### src/rtl/aes_round_sched.sv
// Iterative AES-128 round scheduler: owns the state register and round counter and
// drives one shared combinational round datapath once per cycle for NR rounds.
`timescale 1ns/1ps
module aes_round_sched #(
  parameter int unsigned NR = 10
) (
  input  logic         clk,
  input  logic         rst_n,
  input  logic         in_valid,
  output logic         in_ready,
  input  logic [127:0] in_data,
  output logic         out_valid,
  input  logic         out_ready,
  output logic [127:0] out_data,
  input  logic         abort,
  output logic         busy,
  output logic [3:0]   rk_idx,
  input  logic [127:0] rk_data,
  output logic [127:0] dp_state,
  output logic         dp_last,
  input  logic [127:0] dp_result
);

  typedef enum logic [1:0] {IDLE, ROUND, DONE} state_e;

  localparam logic [3:0] NR_L = 4'(NR);

  state_e       fsm_q, fsm_d;
  logic [3:0]   rnd_q, rnd_d;
  logic [127:0] st_q,  st_d;

  always_comb begin
    // NOTE: every next-state value defaults to its current value first, so no path leaves it unassigned and no latch is inferred.
    fsm_d = fsm_q;
    rnd_d = rnd_q;
    st_d  = st_q;
    if (abort) begin
      fsm_d = IDLE;
      rnd_d = 4'd0;
      st_d  = '0;
    end else begin
      case (fsm_q)
        IDLE: begin
          // Round-0 whitening happens here rather than through the shared datapath.
          if (in_valid) begin
            st_d  = in_data ^ rk_data;
            rnd_d = 4'd1;
            fsm_d = ROUND;
          end
        end
        ROUND: begin
          st_d = dp_result;
          if (rnd_q == NR_L) fsm_d = DONE;
          else               rnd_d = rnd_q + 4'd1;
        end
        DONE: begin
          if (out_ready) begin
            fsm_d = IDLE;
            rnd_d = 4'd0;
          end
        end
        default: begin
          fsm_d = IDLE;
          rnd_d = 4'd0;
        end
      endcase
    end
  end

  // NOTE: the 128-bit state is a handful of flops, not a memory, so it is reset along with the control state; out_data must read zero out of reset.
  always_ff @(posedge clk or negedge rst_n) begin
    if (!rst_n) begin
      fsm_q <= IDLE;
      rnd_q <= 4'd0;
      st_q  <= '0;
    end else begin
      fsm_q <= fsm_d;
      rnd_q <= rnd_d;
      st_q  <= st_d;
    end
  end

  // Moore decodes only: no input reaches in_ready or out_valid combinationally.
  assign in_ready  = (fsm_q == IDLE);
  assign out_valid = (fsm_q == DONE);
  assign busy      = (fsm_q != IDLE);
  assign out_data  = st_q;
  assign dp_state  = st_q;
  assign rk_idx    = (fsm_q == ROUND) ? rnd_q : 4'd0;
  assign dp_last   = (fsm_q == ROUND) && (rnd_q == NR_L);

endmodule

### config.mk
export PLATFORM = sky130hd
export DESIGN_NAME = aes_round_sched
export DESIGN_NICKNAME = d
export VERILOG_FILES = /design/src/rtl/aes_round_sched.sv
export SDC_FILE = /design/constraint.sdc
export NUM_CORES = 1
export LEC_CHECK = 0
export CORE_AREA = 8 8 246 248
export CTS_CLUSTER_DIAMETER = 80
export DETAILED_ROUTE_END_ITERATION = 6
export DIE_AREA = 0 0 254 256
export PLACE_DENSITY_LB_ADDON = 0.15
export SETUP_SLACK_MARGIN = 0.05
export SYNTH_ARGS = -nofsm -noshare
export SYNTH_HDL_FRONTEND = slang
export SYNTH_SLANG_ARGS = --single-unit
### constraint.sdc
create_clock -name clk -period 2 [get_ports clk]
set_input_delay 0.3 -clock clk [delete_from_list [all_inputs] [get_ports clk]]
set_output_delay 0.3 -clock clk [all_outputs]
set_load 0.01 [all_outputs]
# After elaboration in Yosys (flattened, before gate mapping)
# Cells that the tools add are included.
word_totals:
  reg_bits: 134
  in_bits: 389
  out_inout_bits: 264
  wordCells: 33
classes:
  addsub: 1
  n_eq_ne: 7
  n_mux: 14
  bitwise: 1
  reduce_logical: 7
ops:
  columns: ["operator", "count"]
  rows:
  - ["two-way mux 128 bit", 2]
  - ["one-hot mux 128 bit (2 select lines)", 1]
  - ["bitwise XOR 128 bit", 1]
  - ["two-way mux 4 bit", 5]
  - ["one-hot mux 4 bit (3 select lines)", 1]
  - ["two-way mux 2 bit", 4]
  - ["!= test 3 x 2 -> 1 bit (second input constant)", 2]
  - ["one-hot mux 2 bit (3 select lines)", 1]
  - ["AND reduction 3 bit", 2]
  - ["adder 4 x 1 -> 4 bit (second input constant)", 1]
  - ["== test 4 bit (second input constant)", 1]
  - ["!= test 3 x 1 -> 1 bit (second input constant)", 1]
  - ["!= test 3 bit (second input constant)", 1]
  - ["nonzero test 3 bit", 1]
  - ["== test 2 x 1 -> 1 bit (second input constant)", 1]
  - ["== test 2 bit (second input constant)", 1]
  - ["logical NOT 2 bit", 1]
  - ["AND reduction 2 bit", 1]
  - ["nonzero test 2 bit", 1]
  - ["logical AND 1 bit", 1]

# Depth between registers and ports, before layout
# Gate-level depths: netlist (run 1).
logic_depth:
  depth_word: 4
  depth_mapped: 7
  ltp_nobuf: 5

# Worst setup path after synthesis (run 1)
# OpenSTA, ideal clock, no wires.
synth_path:
  path_kind: "register to output"
  startpoint: "reg fsm_q[1]"
  endpoint: "out dp_last"
  arrival_time_ps: 1149
  required_ps: 1700
  slack_ps: 551
  path_stages_with_launch: 6
  path_buffers: 3
  path_cell_list: "dfrtp_1 buf_4 nand2b_1 buf_4 buf_2 nor2_1"
synth_via:
  elab_chain_len: 2
synth_lines:
  columns: ["element", "line", "rtl"]
  rows:
  - ["start: declaration", "28", "state_e fsm_q, fsm_d;"]
  - ["start signal: assignment", "77", "fsm_q <= fsm_d;"]
  - ["== test 2 x 1 -> 1 bit", "90", "assign dp_last = (fsm_q == ROUND) && (rnd_q == NR_L);"]
  - ["logical AND 1 bit", "90", null]
  - ["end: declaration", "20", "output logic dp_last,"]
# No other way between the ends.

# Worst setup path after layout (run 1)
layout_path:
  startpoint: "reg fsm_q[0]"
  endpoint: "out rk_idx[3]"
layout_via:
  elab_chain_len: 2
layout_lines:
  columns: ["element", "line", "rtl"]
  rows:
  - ["== test 2 x 1 -> 1 bit", "89", "assign rk_idx = (fsm_q == ROUND) ? rnd_q : 4'd0;"]
  - ["two-way mux 4 bit", "89", null]
  - ["end: declaration", "17", "output logic [3:0] rk_idx,"]
# No other way between the ends.

==> results.py, run 1 <==
metrics = {
    "place": {
        "placed_cells": 1999,
        "routabilityCongestion": 0.746,
        "io_buffer_count": 652,
        "dp_hpwl_mm": 32.2,
        "place_area_sq_um": 15000,
    },
    "drt": {
        "totalWireLength_mm": 39.6,
        "drtIter0Drc": 179,
        "drcViolationCount": 0,
        "drtAntennaViolNets": 0,
        "routedWlPerCell_um": 19.4,
        "vias_per_cell": 3.61,
        "vias": 7354,
        "drt_first_pass_iters": 4,
    },
    "die": {
        "rows": 88,
        "core_area_sq_um": 56800,
        "io_pins": 653,
        "die_h_um": 256,
        "fp.dieW_um": 254,
        "dieArea_sq_um": 65000,
        "start_util_pct": 15.0,
    },
    "synthesis": {
        "syn_avg_cell_area_sq_um": 11.7,
        "synth_edf_count": 0,
        "synth_seq_area_share_pct": 39.3,
        "ys_ff_latch": 134,
        "syn_nets": 1122,
        "netlist-cell-type-count": 31,
        "synthFlopType": "dfrtp_1",
        "ys_warn_count": 0,
        "synth_area_sq_um": 8530,
        "postSynthCellCount": 731,
        "async_flop_share_pct": 100,
    },
    "worst_hold_path": {
        "hp-class": "input port to async pin",
    },
    "worst_setup_path": {
        "cp.required_ps": 1700,
        "worstPathArrival_ps": 1570,
        "reg2reg_slack_ps": 220,
        "r2r_end": "dp_state[68]",
        "crit_fanout": 5,
        "r2r_cells": 6,
        "endpoint_kind": "output pin",
        "worstSetupStartpointType": "flip-flop",
        "path_class": "flip-flop to output pin",
        "r2r_start": "fsm_q[0]",
    },
    "timing": {
        "relSlewSlack_pct": 62.3,
        "setup_violations": 0,
        "hold_viol_final": 0,
        "setup_tns_ps": 0,
        "maxSlewViolCount": 0,
        "period_needed_ps": 1870,
        "rsz0062_at_grt": "yes",
        "whs_ps": 400,
        "max_freq_ghz": 0.534,
        "finClkSkew_ps": 10.9,
        "finalCritPeriodShare_pct": 93.7,
        "tightest_slew_ps": 565,
    },
    "clocking": {
        "numCtsBuffers": 17,
        "clock_sinks": 134,
        "cts-root-to-sink-buffers": 2,
        "h-tree-depth": 4,
        "cts_tree": "yes",
        "cts_root_buf": "clkbuf_16",
        "clkTransAtPathRegs_ps": 60,
        "clk_latency_ps": 450,
    },
    "pwr": {
        "power.leakage_nw": 6.49,
        "power_density_nw_per_um2": 612,
        "ir_worst_vdd_v": 0.000605,
    },
    "global_route": {
        "gr-total-overflow": 0,
        "grt_pass1_vias": 8422,
        "groute.usage.overall_pct": 11.7,
        "grt_max_degree": 67,
        "globalRouteMet2Util_pct": 22.0,
        "grt_pass1_wl_mm": 56.6,
        "met3_usage_pct": 3.93,
        "met1_usage_pct": 12.0,
        "antenna_found_initial": 2,
        "grt_busiest_layer": "met2",
    },
    "cells_and_area": {
        "fin_nets": 1650,
        "drive_gt1_share_pct": 5.35,
        "fin_cells": 2037,
        "final_cell_area_sq_um": 15600,
        "diodes": 0,
        "syn_to_final_growth_pct": 82.8,
    },
    "status": {
        "status": "finished clean",
    },
    "flow_run": {
        "cap_violations": 0,
    },
}
per-layer routing:
| metal | part of all wire, % | routed length (um) |
|---|---|---|
| met3 | 8.4 | 3340 |
| met5 | 0.051 | 20 |
| met4 | 1.5 | 583 |
| met2 | 53 | 21000 |
| met1 | 37 | 14600 |
report_power, final:
part | internal (mW) | total (mW) | switching, mW
Combinational | 1.90 | 3.06 | 1.16
Sequential | 2.95 | 3.23 | 0.280
Clock | 1.97 | 3.25 | 1.29
Total | 6.82 | 9.55 | 2.72
cells by family (layout without fill, tap and decap cells):
group           count (synthesis)  in the layout  share of synthesized area [%]
compound gates                138            138                           14.1
xor+xnor                      129            129                           13.3
fa+ha+maj                       2              2                          0.293
buf+inv                       178            719                           16.5
flops                         134            134                           39.3
mux                           130            130                           15.3
simple gates                   20             20                           1.35
critical path: stages (launching register included):
cell	delay, ps
dfrtp_2	410
buf_4	160
nor2b_2	160
and2_1	160
clkdlybuf4s15_2	230
state kept, by name, summed over array words and instances (netlist names):
signal,count
rnd_q,4
fsm_q,2
dp_state,128
repair_timing:
item / in CTS / in global routing
endpoints found under the hold margin: 41 / 0
setup buffers: 4 / 1
hold buffers: 1 / 0
gates resized for setup: 17 / 1
setup endpoints to repair: 8 / 2
pin swaps: 0 / 1
per-stage QoR:
| stage | util [%] | worst slack [ps] | power (mW) |
|---|---|---|---|
| 2_1_floorplan | - | 551 | 4.54 |
| 6_report | 27.4 | 126 | 9.55 |
| 4_1_cts | 27.4 | 52.9 | 9.80 |
| 5_1_grt | 27.4 | 40.8 | 10.0 |
| 3_3_place_gp | 26.3 | 133 | 6.43 |
| 3_5_place_dp | 26.3 | 118 | 6.41 |
layout by cell type (no fill, tap or decap), types with 2 or more instances in the layout:
| cell type | n |
|---|---|
| inv_1 | 5 |
| and2_1 | 3 |
| clkinv_2 | 2 |
| clkinvlp_4 | 2 |
| nand3_1 | 2 |
| a22oi_1 | 4 |
| mux2i_1 | 130 |
| clkbuf_16 | 17 |
| clkbuf_8 | 4 |
| buf_12 | 11 |
| dlygate4sd2_1 | 5 |
| xor2_1 | 128 |
| ha_1 | 2 |
| dfrtp_1 | 132 |
| dfrtp_2 | 2 |
| nor2_1 | 6 |
| clkdlybuf4s50_1 | 643 |
| clkbuf_1 | 4 |
| bufinv_16 | 2 |
| buf_4 | 18 |
| o2bb2ai_1 | 128 |
Yosys cell counts (2+ instances only):
library cell  count  area (sq um)
o2bb2ai_1       128          1120
and2_1            3          18.8
dfrtp_1         134          3350
nor2b_1           2          12.5
nand3_1           2          10.0
mux2i_1         130          1300
a22oi_1           4          30.0
buf_4           133           998
ha_1              2          25.0
nor2_1            6          22.5
buf_2            16          80.1
buf_8             9           135
buf_6            13           146
xor2_1          128          1120
inv_1             5          18.8
area by class of cell:
cell class	count	area (sq um)
Clock inverter	7	93.8
Sequential cell	134	3360
Timing Repair Buffer	682	6880
Fill cell	5994	41200
Multi-Input combinational cell	419	3790
Tap cell	765	957
Inverter	5	18.8
Clock buffer	25	495
worst max-delay path by stage:
| stage | to | cells past startpoint | startpoint | slack [ps] |
|---|---|---|---|---|
| global route | dp_last | 5 | rnd_q[0] | 40 |
| detailed placement | dp_state[23] | 5 | abort | 120 |
| floorplan | dp_last | 5 | fsm_q[1] | 550 |
| CTS | rk_idx[2] | 4 | fsm_q[0] | 50 |
| global placement | dp_state[76] | 5 | fsm_q[1] | 130 |
| finish | rk_idx[3] | 4 | fsm_q[0] | 130 |
No activity file was read; power rests on OpenSTA's default activity.
==> inputs of run 2 (changes only) <==
- CTS_CLUSTER_DIAMETER: 80 -> unset
- PLACE_DENSITY_LB_ADDON: 0.15 -> unset
==> results.py, run 2 (synthesized netlist as in run 1, its figures left out) <==
metrics = {
    "clocking": {
        "clk_latency_ps": 460,
        "h-tree-depth": 4,
        "cts_tree": "yes",
        "cts-root-to-sink-buffers": 2,
        "clock_sinks": 134,
        "clkTransAtPathRegs_ps": 60,
        "cts_root_buf": "clkbuf_16",
        "numCtsBuffers": 17,
    },
    "worst_setup_path": {
        "cp.required_ps": 1700,
        "r2r_start": "fsm_q[0]",
        "path_class": "flip-flop to output pin",
        "endpoint_kind": "output pin",
        "worstSetupStartpointType": "flip-flop",
        "cp-startpoint": "rnd_q[0]",
        "worstPathArrival_ps": 1600,
        "crit_fanout": 3,
    },
    "timing": {
        "finalCritPeriodShare_pct": 94.8,
        "setup_tns_ps": 0,
        "worst_slack_ps": 104,
        "setup_violations": 0,
        "relSlewSlack_pct": 70.8,
        "rsz0062_at_grt": "yes",
        "finClkSkew_ps": 11.9,
        "tightest_slew_ps": 438,
        "max_freq_ghz": 0.528,
        "whs_ps": 352,
        "hold_viol_final": 0,
        "period_needed_ps": 1900,
        "maxSlewViolCount": 0,
    },
    "drt": {
        "vias_per_cell": 3.70,
        "drtIter0Drc": 192,
        "drt_first_pass_iters": 4,
        "drtAntennaViolNets": 0,
        "totalWireLength_mm": 36.7,
        "routedWlPerCell_um": 17.9,
        "drcViolationCount": 0,
        "vias": 7557,
    },
    "cells_and_area": {
        "mostFrequentLayoutCells": "clkdlybuf4s50_1, dfrtp_1, mux2i_1",
        "finish.utilization_pct": 27.5,
        "n_fill_cell": 5993,
        "drive_gt1_share_pct": 5.79,
        "largest_register_ffs": 128,
        "layout_commonest_cell": "clkdlybuf4s50_1",
        "final_cell_area_sq_um": 15600,
        "syn_to_final_growth_pct": 83.3,
        "fin_nets": 1655,
    },
    "die": {
        "dieArea_sq_um": 65000,
        "die_h_um": 256,
        "io_pins": 653,
        "rows": 88,
        "core_area_sq_um": 56800,
        "start_util_pct": 15.0,
        "fp.dieW_um": 254,
    },
    "pwr": {
        "power.leakage_nw": 6.52,
        "internal-power_mw": 6.97,
        "switching_share_pct": 27.9,
        "pwr-share-clk_pct": 35.1,
        "combPwrFrac_pct": 31.8,
        "netSwitchingPower_mw": 2.70,
        "pwr-share-seq_pct": 33.2,
        "power_density_nw_per_um2": 619,
        "ir_worst_vdd_v": 0.000637,
    },
    "global_route": {
        "antenna_found_initial": 3,
        "gr-total-overflow": 0,
        "grt_pass1_vias": 8498,
        "groute.usage.overall_pct": 10.8,
        "grt_max_degree": 71,
        "grt_pass1_wl_mm": 53.1,
    },
    "place": {
        "routabilityCongestion": 0.836,
        "io_buffer_count": 652,
        "place_area_sq_um": 15000,
        "dp_slack_ps": 107,
        "dp_hpwl_mm": 30.6,
    },
    "worst_hold_path": {
        "hp-class": "input port to async pin",
    },
    "status": {
        "status": "finished clean",
    },
    "flow_run": {
        "cap_violations": 0,
    },
}
[run 2: power by group through the flow]
stage	combinational (mW)	clock [mW]	sequential, mW
2_1_floorplan	1.25	0	3.29
3_3_place_gp	3.08	0	3.26
3_5_place_dp	3.11	0	3.26
4_1_cts	3.12	3.57	3.22
5_1_grt	3.27	3.68	3.24
6_report	3.07	3.39	3.21
[run 2: what timing repair did]
item,4_1_cts,5_1_grt
hold buffers,1,0
resized for setup,15,2
setup endpoints to repair,8,3
setup buffers,4,2
hold endpoints to repair,27,0
[run 2: stage by stage]
| stage | total power, mW | cells |
|---|---|---|
| floorplan | 4.54 | 731 |
| global placement | 6.34 | 2003 |
| detailed placement | 6.37 | 2003 |
| CTS | 9.91 | 2040 |
| global route | 10.2 | 2043 |
| finish | 9.67 | 2043 |
[run 2: final timing paths]
path                                 end  slack, ps  cells past startpoint
max                              dp_last        100                      5
min                        dp_state[102]        350                      2
max reg2reg                 dp_state[45]        240                      6
min reg2reg                  dp_state[7]        510                      1
max in group asynchronous   dp_state[64]       1090                      3
min in group clk            dp_state[13]        460                      3
[run 2: cell type report]
| type | instances | area (sq um) | area share [%] |
|---|---|---|---|
| antenna | 1 | 2.50 | 0.0160 |
| clock buffer | 20 | 447 | 2.86 |
| sequential | 134 | 3360 | 21.5 |
| timing repair buffer | 687 | 6880 | 44.0 |
| clock inverter | 12 | 178 | 1.14 |
| multi-input combinational | 419 | 3790 | 24.2 |
| inverter | 5 | 18.8 | 0.120 |
| tap | 765 | 957 | 6.12 |
[run 2: critical path, stage by stage, from the launching register on]
cell             delay [ps]
dfrtp_1                 390
inv_1                    90
ha_1                    170
nand3b_1                130
nor2_1                  120
clkdlybuf4s15_2         240
[run 2: per-layer routing]
metal | vias up | wire length, um | GRT usage, %
met4 | 2 | 733 | 3.85
met3 | 32 | 4020 | 5.06
met5 | - | 13 | 0
met2 | 411 | 18600 | 19.2
li1 | 3550 | - | -
met1 | 3562 | 13300 | 10.9
